### config.mk
export PLATFORM = sky130hd
export DESIGN_NAME = row_sequencer_flat
export DESIGN_NICKNAME = d
export VERILOG_FILES = /design/src/rtl/row_sequencer_pkg.sv /design/src/rtl/row_sequencer_if.sv /design/src/rtl/flex_counter.sv /design/src/rtl/row_sequencer.sv /design/src/flat_wrapper.sv
export SDC_FILE = /design/constraint.sdc
export NUM_CORES = 1
export LEC_CHECK = 0
export BUFFER_PORTS_ARGS = -buffer_cell sky130_fd_sc_hd__buf_4
export CAP_MARGIN = 40
export CORE_UTILIZATION = 38
export CTS_CLUSTER_DIAMETER = 50
export DETAILED_ROUTE_END_ITERATION = 10
export HOLD_SLACK_MARGIN = 0.08
export PLACE_DENSITY = 0.68
export SKIP_LAST_GASP = 1
export SYNTH_ARGS = -nofsm -noshare
export SYNTH_HDL_FRONTEND = slang
export SYNTH_SLANG_ARGS = --single-unit
export TNS_END_PERCENT = 100
### constraint.sdc
create_clock -name clk -period 3 [get_ports clk]
set_input_delay 0.15 -clock clk [delete_from_list [all_inputs] [get_ports clk]]
set_output_delay 0.15 -clock clk [all_outputs]
set_load 0.02 [all_outputs]
### src/rtl/row_sequencer_pkg.sv
// Shared types and widths for the classification row sequencer.
// Holds the FSM state encoding and the argmax update rule.
package seq_pkg;

   localparam int ROW_W = 4;
   localparam int RES_W = 16;

   typedef enum logic [2:0] {
      S_IDLE,
      S_ISSUE,
      S_WAIT,
      S_STORE,
      S_FINISH,
      S_ABORT
   } state_t;

   // Row 0 always seeds the argmax; later rows must be strictly larger, so ties keep the lowest index.
   function automatic logic beats_best(input logic [ROW_W-1:0] row,
                                       input logic [RES_W-1:0] cand,
                                       input logic [RES_W-1:0] best);
      return (row == '0) || (cand > best);
   endfunction

endpackage

### src/rtl/row_sequencer_if.sv
// Handshake and result bus between the row sequencer, the per-row multiplier
// and the result memory.
interface row_sequencer_if;
   import seq_pkg::*;

   logic             start;
   logic             done_row;
   logic [RES_W-1:0] row_result;
   logic             begin_mult;
   logic [ROW_W-1:0] row_select;
   logic             result_we;
   logic [ROW_W-1:0] result_addr;
   logic [RES_W-1:0] result_data;
   logic             busy;
   logic             done;
   logic [ROW_W-1:0] class_out;
   logic [RES_W-1:0] class_score;
   logic             timeout_err;

   modport master (
      input  start, done_row, row_result,
      output begin_mult, row_select, result_we, result_addr, result_data,
             busy, done, class_out, class_score, timeout_err
   );

   modport slave (
      output start, done_row, row_result,
      input  begin_mult, row_select, result_we, result_addr, result_data,
             busy, done, class_out, class_score, timeout_err
   );

endinterface

### src/rtl/flex_counter.sv
// Clearable up-counter used as the per-row watchdog. rollover_flag is
// combinational: high on the enabled cycle that brings the count to rollover_val.
module flex_counter #(
   parameter int NUM_CNT_BITS = 10
) (
   input  logic                    clk,
   input  logic                    rst,
   input  logic                    clear,
   input  logic                    count_enable,
   input  logic [NUM_CNT_BITS-1:0] rollover_val,
   output logic                    rollover_flag
);

   localparam logic [NUM_CNT_BITS-1:0] ONE = NUM_CNT_BITS'(1);

   logic [NUM_CNT_BITS-1:0] count_q, count_d;
   logic                    reach;

   assign reach         = count_enable && ((count_q + ONE) == rollover_val);
   assign rollover_flag = reach;

   always_comb begin
      count_d = count_q;
      if (clear) begin
         count_d = '0;
      end else if (count_enable) begin
         count_d = reach ? '0 : count_q + ONE;
      end
   end

   always_ff @(posedge clk or posedge rst) begin
      if (rst) begin
         count_q <= '0;
      end else begin
         count_q <= count_d;
      end
   end

endmodule

### src/rtl/row_sequencer.sv
// Drives the row multiplier through NUM_ROWS rows, stores each row sum and
// tracks the running argmax; a watchdog aborts the pass on a stalled row.
module row_sequencer
   import seq_pkg::*;
#(
   parameter int NUM_ROWS       = 10,
   parameter int TIMEOUT_CYCLES = 1000
) (
   input logic             clk,
   input logic             rst,
   row_sequencer_if.master bus
);

   localparam int                  WD_BITS  = 10;
   localparam logic [ROW_W-1:0]    LAST_ROW = ROW_W'(NUM_ROWS - 1);
   localparam logic [ROW_W-1:0]    ROW_ONE  = ROW_W'(1);
   localparam logic [WD_BITS-1:0]  WD_LIMIT = WD_BITS'(TIMEOUT_CYCLES);

   state_t           state_q, state_d;
   logic [ROW_W-1:0] row_q, row_d;
   logic [RES_W-1:0] cap_q, cap_d;
   logic [ROW_W-1:0] best_idx_q, best_idx_d;
   logic [RES_W-1:0] best_score_q, best_score_d;
   logic [ROW_W-1:0] class_out_q, class_out_d;
   logic [RES_W-1:0] class_score_q, class_score_d;
   logic             timeout_err_q, timeout_err_d;

   logic             wd_clear;
   logic             wd_en;
   logic             wd_timeout;

   assign wd_clear = (state_q == S_ISSUE);
   assign wd_en    = (state_q == S_WAIT);

   flex_counter #(
      .NUM_CNT_BITS (WD_BITS)
   ) u_watchdog (
      .clk           (clk),
      .rst           (rst),
      .clear         (wd_clear),
      .count_enable  (wd_en),
      .rollover_val  (WD_LIMIT),
      .rollover_flag (wd_timeout)
   );

   always_ff @(posedge clk or posedge rst) begin
      if (rst) begin
         state_q <= S_IDLE;
      end else begin
         state_q <= state_d;
      end
   end

   // A completing row wins over a watchdog expiry in the same cycle.
   always_comb begin
      state_d = state_q;
      unique case (state_q)
         S_IDLE:   if (bus.start) state_d = S_ISSUE;
         S_ISSUE:  state_d = S_WAIT;
         S_WAIT: begin
            if (bus.done_row) begin
               state_d = S_STORE;
            end else if (wd_timeout) begin
               state_d = S_ABORT;
            end
         end
         S_STORE:  state_d = (row_q == LAST_ROW) ? S_FINISH : S_ISSUE;
         S_ABORT:  state_d = S_FINISH;
         S_FINISH: state_d = S_IDLE;
         default:  state_d = S_IDLE;
      endcase
   end

   always_comb begin
      bus.begin_mult  = (state_q == S_ISSUE);
      bus.result_we   = (state_q == S_STORE);
      bus.done        = (state_q == S_FINISH);
      bus.busy        = (state_q != S_IDLE);
      bus.row_select  = row_q;
      bus.result_addr = (state_q == S_STORE) ? row_q : '0;
      bus.result_data = (state_q == S_STORE) ? cap_q : '0;
      bus.class_out   = class_out_q;
      bus.class_score = class_score_q;
      bus.timeout_err = timeout_err_q;
   end

   // The row counter only advances on the STORE->ISSUE edge so row_select holds for the whole row.
   always_comb begin
      row_d         = row_q;
      cap_d         = cap_q;
      best_idx_d    = best_idx_q;
      best_score_d  = best_score_q;
      class_out_d   = class_out_q;
      class_score_d = class_score_q;
      timeout_err_d = timeout_err_q;
      unique case (state_q)
         S_IDLE: begin
            if (bus.start) begin
               row_d         = '0;
               timeout_err_d = 1'b0;
               best_idx_d    = '0;
               best_score_d  = '0;
            end
         end
         S_WAIT: begin
            if (bus.done_row) begin
               cap_d = bus.row_result;
            end
         end
         S_STORE: begin
            if (beats_best(row_q, cap_q, best_score_q)) begin
               best_idx_d   = row_q;
               best_score_d = cap_q;
            end
            if (row_q != LAST_ROW) begin
               row_d = row_q + ROW_ONE;
            end
         end
         S_ABORT: timeout_err_d = 1'b1;
         S_FINISH: begin
            class_out_d   = best_idx_q;
            class_score_d = best_score_q;
         end
         default: ;
      endcase
   end

   always_ff @(posedge clk or posedge rst) begin
      if (rst) begin
         row_q         <= '0;
         cap_q         <= '0;
         best_idx_q    <= '0;
         best_score_q  <= '0;
         class_out_q   <= '0;
         class_score_q <= '0;
         timeout_err_q <= 1'b0;
      end else begin
         row_q         <= row_d;
         cap_q         <= cap_d;
         best_idx_q    <= best_idx_d;
         best_score_q  <= best_score_d;
         class_out_q   <= class_out_d;
         class_score_q <= class_score_d;
         timeout_err_q <= timeout_err_d;
      end
   end

endmodule

### src/flat_wrapper.sv
// flat-port wrapper written by rule: the top's interface ports become plain ports
module row_sequencer_flat import seq_pkg::*;
#(
   parameter int NUM_ROWS       = 10,
   parameter int TIMEOUT_CYCLES = 1000
)
  (clk, rst, bus_start, bus_done_row, bus_row_result, bus_begin_mult, bus_row_select, bus_result_we, bus_result_addr, bus_result_data, bus_busy, bus_done, bus_class_out, bus_class_score, bus_timeout_err);
  row_sequencer_if bus_i ();
  input logic clk;
  input logic rst;
  input wire logic [$bits(bus_i.start)-1:0] bus_start;
  input wire logic [$bits(bus_i.done_row)-1:0] bus_done_row;
  input wire logic [$bits(bus_i.row_result)-1:0] bus_row_result;
  output wire logic [$bits(bus_i.begin_mult)-1:0] bus_begin_mult;
  output wire logic [$bits(bus_i.row_select)-1:0] bus_row_select;
  output wire logic [$bits(bus_i.result_we)-1:0] bus_result_we;
  output wire logic [$bits(bus_i.result_addr)-1:0] bus_result_addr;
  output wire logic [$bits(bus_i.result_data)-1:0] bus_result_data;
  output wire logic [$bits(bus_i.busy)-1:0] bus_busy;
  output wire logic [$bits(bus_i.done)-1:0] bus_done;
  output wire logic [$bits(bus_i.class_out)-1:0] bus_class_out;
  output wire logic [$bits(bus_i.class_score)-1:0] bus_class_score;
  output wire logic [$bits(bus_i.timeout_err)-1:0] bus_timeout_err;
  assign bus_i.start = bus_start;
  assign bus_i.done_row = bus_done_row;
  assign bus_i.row_result = bus_row_result;
  assign bus_begin_mult = bus_i.begin_mult;
  assign bus_row_select = bus_i.row_select;
  assign bus_result_we = bus_i.result_we;
  assign bus_result_addr = bus_i.result_addr;
  assign bus_result_data = bus_i.result_data;
  assign bus_busy = bus_i.busy;
  assign bus_done = bus_i.done;
  assign bus_class_out = bus_i.class_out;
  assign bus_class_score = bus_i.class_score;
  assign bus_timeout_err = bus_i.timeout_err;
  row_sequencer #(.NUM_ROWS(NUM_ROWS), .TIMEOUT_CYCLES(TIMEOUT_CYCLES)) u_core (.clk(clk), .rst(rst), .bus(bus_i));
endmodule
== After elaboration in Yosys (flattened, before gate mapping) ==
Index checks and enable logic that the tools add are counted.

* Add/subtract/negate cells: 2
* Reductions and logical operators: 13
* Equal/unequal tests: 12
* Multiplexer cells: 20
* $lt $le $gt $ge: 1

{| class="wikitable"
|+ Operators by type and width
! cell !! count
|-
| $mux 16 || 3
|-
| $pmux 16 s2 || 1
|-
| $mux 10 || 3
|-
| $gt 16x16->1 || 1
|-
| $mux 4 || 4
|-
| $pmux 4 s2 || 2
|-
| $pmux 3 s5 || 1
|-
| $mux 3 || 4
|-
| $add 10x1->10 const B || 1
|-
| $eq 10x10->1 const B || 1
|-
| $eq 3x2->1 const B || 2
|-
| $eq 3x3->1 const B || 2
|-
| $reduce_and 2->1 || 3
|-
| $reduce_and 3->1 || 2
|-
| $reduce_bool 2->1 || 3
|-
| $add 4x1->4 const B || 1
|-
| $eq 4x4->1 const B || 1
|-
| $logic_not 4->1 || 1
|-
| $ne 2x1->1 const B || 2
|-
| $ne 4x4->1 const B || 1
|-
| $eq 3x1->1 const B || 1
|-
| $logic_not 3->1 || 1
|-
| $ne 3x2->1 const B || 1
|-
| $reduce_bool 3->1 || 1
|-
| other kinds (5) || 5
|}

* Input bits: 20
* Bits in registers: 74
* Word-level logic and storage cells: 57

== Logic depth before layout (Yosys ltp) ==
* Depth after elaboration: 6
* Mapped depth: 9

== Cells and area by module ==
Synthesis repeated with hierarchy kept, for this count alone.

* Cells, all modules: 358
* Area, all modules: 4140.2 um2

{| class="wikitable"
|+ Modules (own cells, without submodules)
! module !! area an instance (um2) !! instances !! cells an instance
|-
| row_sequencer || 3253.1 || 1 || 257
|-
| flex_counter || 887.1 || 1 || 101
|}

== Least setup slack after synthesis ==
Ideal clock, no wire load.

* Kind: register to register
* Start point: reg u_core.best_score_q[15]
* End point: reg u_core.best_idx_q[0]
* Library setup time: 0.125 ns
* Setup slack: 0.701 ns
* Data required time: 2.875 ns
* Arrival time: 2.174 ns
* Cell stages (with the launch flop): 10
* Period minus slack after synthesis: 2.299 ns
* Cells stage by stage: dfrtp_1 inv_1 ha_1 nand4_1 or4_4 a21oi_1 nor4_1 a21oi_2 buf_6 mux2_4

* Cells in the longest elaborated chain, start to end: 4

{| class="wikitable"
|+ RTL lines
! what !! RTL line !! source
|-
| start: declaration || row_sequencer.sv:23 || <nowiki>logic [RES_W-1:0] best_score_q, best_score_d;</nowiki>
|-
| start signal: assignment || row_sequencer.sv:141 || <nowiki>best_score_q <= best_score_d;</nowiki>
|-
| $gt 16x16->1 || row_sequencer_pkg.sv:21 || <nowiki>return (row == '0) || (cand > best);</nowiki>
|-
| $logic_or 1x1->1 || row_sequencer_pkg.sv:21 ||
|-
| $ne 2x1->1 (no source line) || - ||
|-
| $reduce_and 3->1 (no source line) || - ||
|-
| end signal: assignment || row_sequencer.sv:140 || <nowiki>best_idx_q <= best_idx_d;</nowiki>
|-
| end: declaration || row_sequencer.sv:22 || <nowiki>logic [ROW_W-1:0] best_idx_q, best_idx_d;</nowiki>
|}

No other way between the ends.
A chain may end at the register's enable or synchronous reset.

== Worst setup path after layout ==
* Start point: reg u_core.best_score_q[15]
* End point: reg u_core.best_score_q[9]

* Cells in the longest elaborated chain, start to end: 4

{| class="wikitable"
|+ RTL lines
! what !! RTL line
|-
| $gt 16x16->1 || row_sequencer_pkg.sv:21
|-
| $logic_or 1x1->1 || row_sequencer_pkg.sv:21
|-
| $ne 2x1->1 (no source line) || -
|-
| $reduce_and 3->1 (no source line) || -
|}

No other way between the ends.

==> qor.txt <==
largest net degree at the start of global routing -> 30
Cell Chain, Critical Path -> inv_1, ha_1, nand4_1, or4_4, a21oi_1, nor4_1, a21oi_4, buf_4, mux2_4
Top-Level Pins -> 69
measured slew at the worst slew-check pin -> 0.736 ns
synthesized instance count -> 345
Clk pwr share -> 19.3%
I/O Buffers -> 68
Total GRT Usage -> 16.9%
asr flop ratio synth -> 100%
Slew headroom -> 50.6%
critical path's top delay family -> simple AND/OR/NAND/NOR gates
antenna fix cells -> 0
PostCTS Resize Cnt -> 0
GPL Wtd Cong -> 0.844
CTS sink count -> 74
DP HPWL -> 6.15 mm
sequential share of power -> 35.8%
cells on worst reg2reg path -> 9
Fin. Hold Viols -> 0
WP data required -> 3.22 ns
Tcrit/Tclk final -> 85.2%
max frequency -> 391 MHz
Final Hold Slack -> 0.150 ns
Final setup viols -> 0
die width -> 104 um
vias in the first global route -> 2876
Clock Skews -> 0.0106 ns
Slowest-stage cell, CP -> or4_4
critical path depth in cells -> 9
Synth Warn # -> 0
Setup TNS Final -> 0 ns
via count -> 2857
Worst Setup EP -> u_core.best_score_q[9]
Vias per Instance -> 5.00
Reg-to-Reg Start -> u_core.best_score_q[15]
Inserted Clock Buffers -> 9
flop2flop setup slack -> 0.45 ns
Buffers & Inverters on Critical Path -> 2
Initial Util -> 39.7%
Detailed Route WL -> 8.64 mm
DR pass1 iterations -> 4
core footprint -> 0.00991 sq mm
DR WL/cell -> 15.1 um
Synth Flop Type -> dfrtp_1
DRT antenna net count -> 0
first-pass GRT wire length -> 14.5 mm
initial antenna violation count -> 0
Non-Filler Cell Area, Final -> 0.00496 sq mm
final std cells w/o fill -> 571
Worst Setup SP -> u_core.best_score_q[15]
critical path arrival -> 2.77 ns
Lkg Pwr -> 0.00236 uW
P_sw -> 1590 uW
Logic pwr share -> 44.9%
largest stage delay on the critical path -> 0.58 ns
Die Area -> 0.0108 sq mm
post-synth cell types -> 54
dpl cells -> 538
fin crit period -> 2.55 ns
clk slew on worst S/H paths -> 0.08 ns
Seq/Total Area, Yosys -> 47.1%
Worst VDD drop -> 0.362 mV
capturing point of the worst reg2reg path -> u_core.best_score_q[9]
clk root buf -> clkbuf_8
status -> finished clean
Pins Over Slew Limit -> 0
unrepaired setup endpoints after global routing -> false
flops & latches, synth -> 74
CP Launch Type -> flip-flop
area post-placement -> 0.00459 sq mm
syn nets -> 386
worst-skew pair later-pin latency -> 0.34 ns
total of max-cap violations -> 0
worst-path fanout max -> 12
final worst slack -> 0.445 ns
Critical Path End Type -> flip-flop
Pwr Density -> 830 mW/mm^2
internal power -> 2530 uW
hold crit path type -> primary input to flip-flop
Max Root-Sink Buffers -> 2
Syn Area/Cell -> 11.4 sq um
row count -> 36
share of cells above drive strength 1 -> 36.3%
CTS tree -> built
Switching Fraction -> 38.6%
CP Class -> flip-flop to flip-flop
Layout area overhead -> 26.1%
H-tree depth -> 3
DRT iter0 DRCs -> 60
worst slack at placement -> 0.444 ns
Die Ht -> 104 um
global route total overflow -> 0
DRC violations left -> 0
synthesized cell area -> 0.00393 sq mm
final net count -> 474
Post-synth EDFFs -> 0
[cell type report]
class,count,area [sq um]
repair buffers,93,741
fillers,906,4950
multi-input cells,233,1920
inverters,22,82.6
well taps,133,166
clock buffers,11,151
flip-flops and latches,74,1850
clock inverters,5,52.6
[worst min path at each step]
stage | slack, ns | startpoint | cells past startpoint | endpoint
after floorplan | 0.27 | bus_row_result[0] | 2 | u_core.cap_q[0]
after global placement | 0.26 | rst | 2 | u_core.cap_q[5]
after detailed placement | 0.27 | rst | 2 | u_core.bus.class_score[5]
after CTS | 0.14 | bus_done_row | 3 | u_core.state_q[1]
after global routing | 0.17 | bus_done_row | 3 | u_core.state_q[1]
final | 0.15 | bus_done_row | 3 | u_core.state_q[1]
[cell families after synthesis]
| family | after synthesis | synth area share [%] |
|---|---|---|
| simple gates | 100 | 14.2 |
| flops | 74 | 47.1 |
| mux | 55 | 17.7 |
| compound gates | 54 | 9.22 |
| buf+inv | 38 | 4.45 |
| fa+ha+maj | 21 | 6.68 |
| xor+xnor | 3 | 0.668 |
[cells in the mapped netlist (2+ instances only)]
cell type	number	area (sq um)
a211oi_1	2	15.0
a211oi_2	2	25.0
a21oi_1	14	70.1
a31oi_1	9	56.3
a32o_1	2	20.0
and2_1	21	131
and3_1	2	12.5
buf_1	2	7.51
buf_2	4	20.0
buf_6	3	33.8
clkbuf_1	5	18.8
dfrtp_1	74	1850
ha_1	21	263
inv_1	21	78.8
mux2_1	6	67.6
mux2_2	29	327
mux2_4	20	300
nand2_1	22	82.6
nand2_2	2	12.5
nand2b_1	2	12.5
nand3_1	11	55.1
nand3b_1	2	15.0
nand4_1	3	18.8
nor2_1	10	37.5
nor3_1	8	40.0
o211ai_1	6	45.0
o21a_1	2	15.0
o21ai_0	8	40.0
o21ai_1	4	20.0
or3_1	3	18.8
xor2_1	2	17.5
[timing repair]
item | CTS | global route
setup buffers | 0 | 0
endpoints found under the hold margin | 41 | 0
hold buffers | 17 | 0
[stage by stage]
step / utilization, % / total power, uW
finish: 50.1 / 4120
global route: 50.1 / 4410
CTS: 50.1 / 4170
detailed placement: 46.3 / 3330
global placement: 46.3 / 3280
floorplan: - / 2780
[layout by cell type (no fill, tap or decap), drive strengths merged, types with 2 or more instances in the layout]
master	count
dfrtp	74
xor2	2
nand3	11
inv	22
a32o	2
nand3b	2
and2	21
mux2	55
nor3	8
clkbuf	11
nand2	25
dlygate4sd3	17
a211oi	4
nand2b	2
o21ai	13
and3	2
a31oi	9
or3	3
ha	21
nand4	4
clkinv	3
nor2	12
o211ai	6
buf	76
o21a	2
a21oi	15
[worst register-to-register path: cells and delay by family, from the launching register on]
kind                     cells  cell delay (ns)
flip-flops                   1             0.38
multiplexers                 1             0.32
AO/OA/AOI/OAI                2             0.28
buffers and inverters        2             0.32
adder cells (fa/ha/maj)      1             0.31
AND/OR/NAND/NOR              3             0.83
[power groups by stage]
stage	Combinational (uW)	Sequential, uW	Clock (uW)
after CTS	1870	1480	824
final	1850	1470	795
after global routing	2040	1520	853
after global placement	1800	1480	0
after floorplan	1360	1420	0
after detailed placement	1840	1490	0
[flip-flops by register name (all words and copies together) (netlist names)]
name and cells:
u_core.best_idx_q 4, u_core.best_score_q 16, u_core.bus.class_out 4, u_core.bus.class_score 16, u_core.bus.row_select 4, u_core.bus.timeout_err 1, u_core.cap_q 16, u_core.state_q 3
u_core.u_watchdog.count_q 10
[metal layers]
layer,track usage (%),up-vias,share of wire [%]
met5,0,-,0
met1,22.7,1394,47
met2,27.7,56,48
li1,-,1398,-
met3,3.40,9,3.5
met4,5.00,0,1.2
Note: power is estimated with default switching activity, not from simulation.
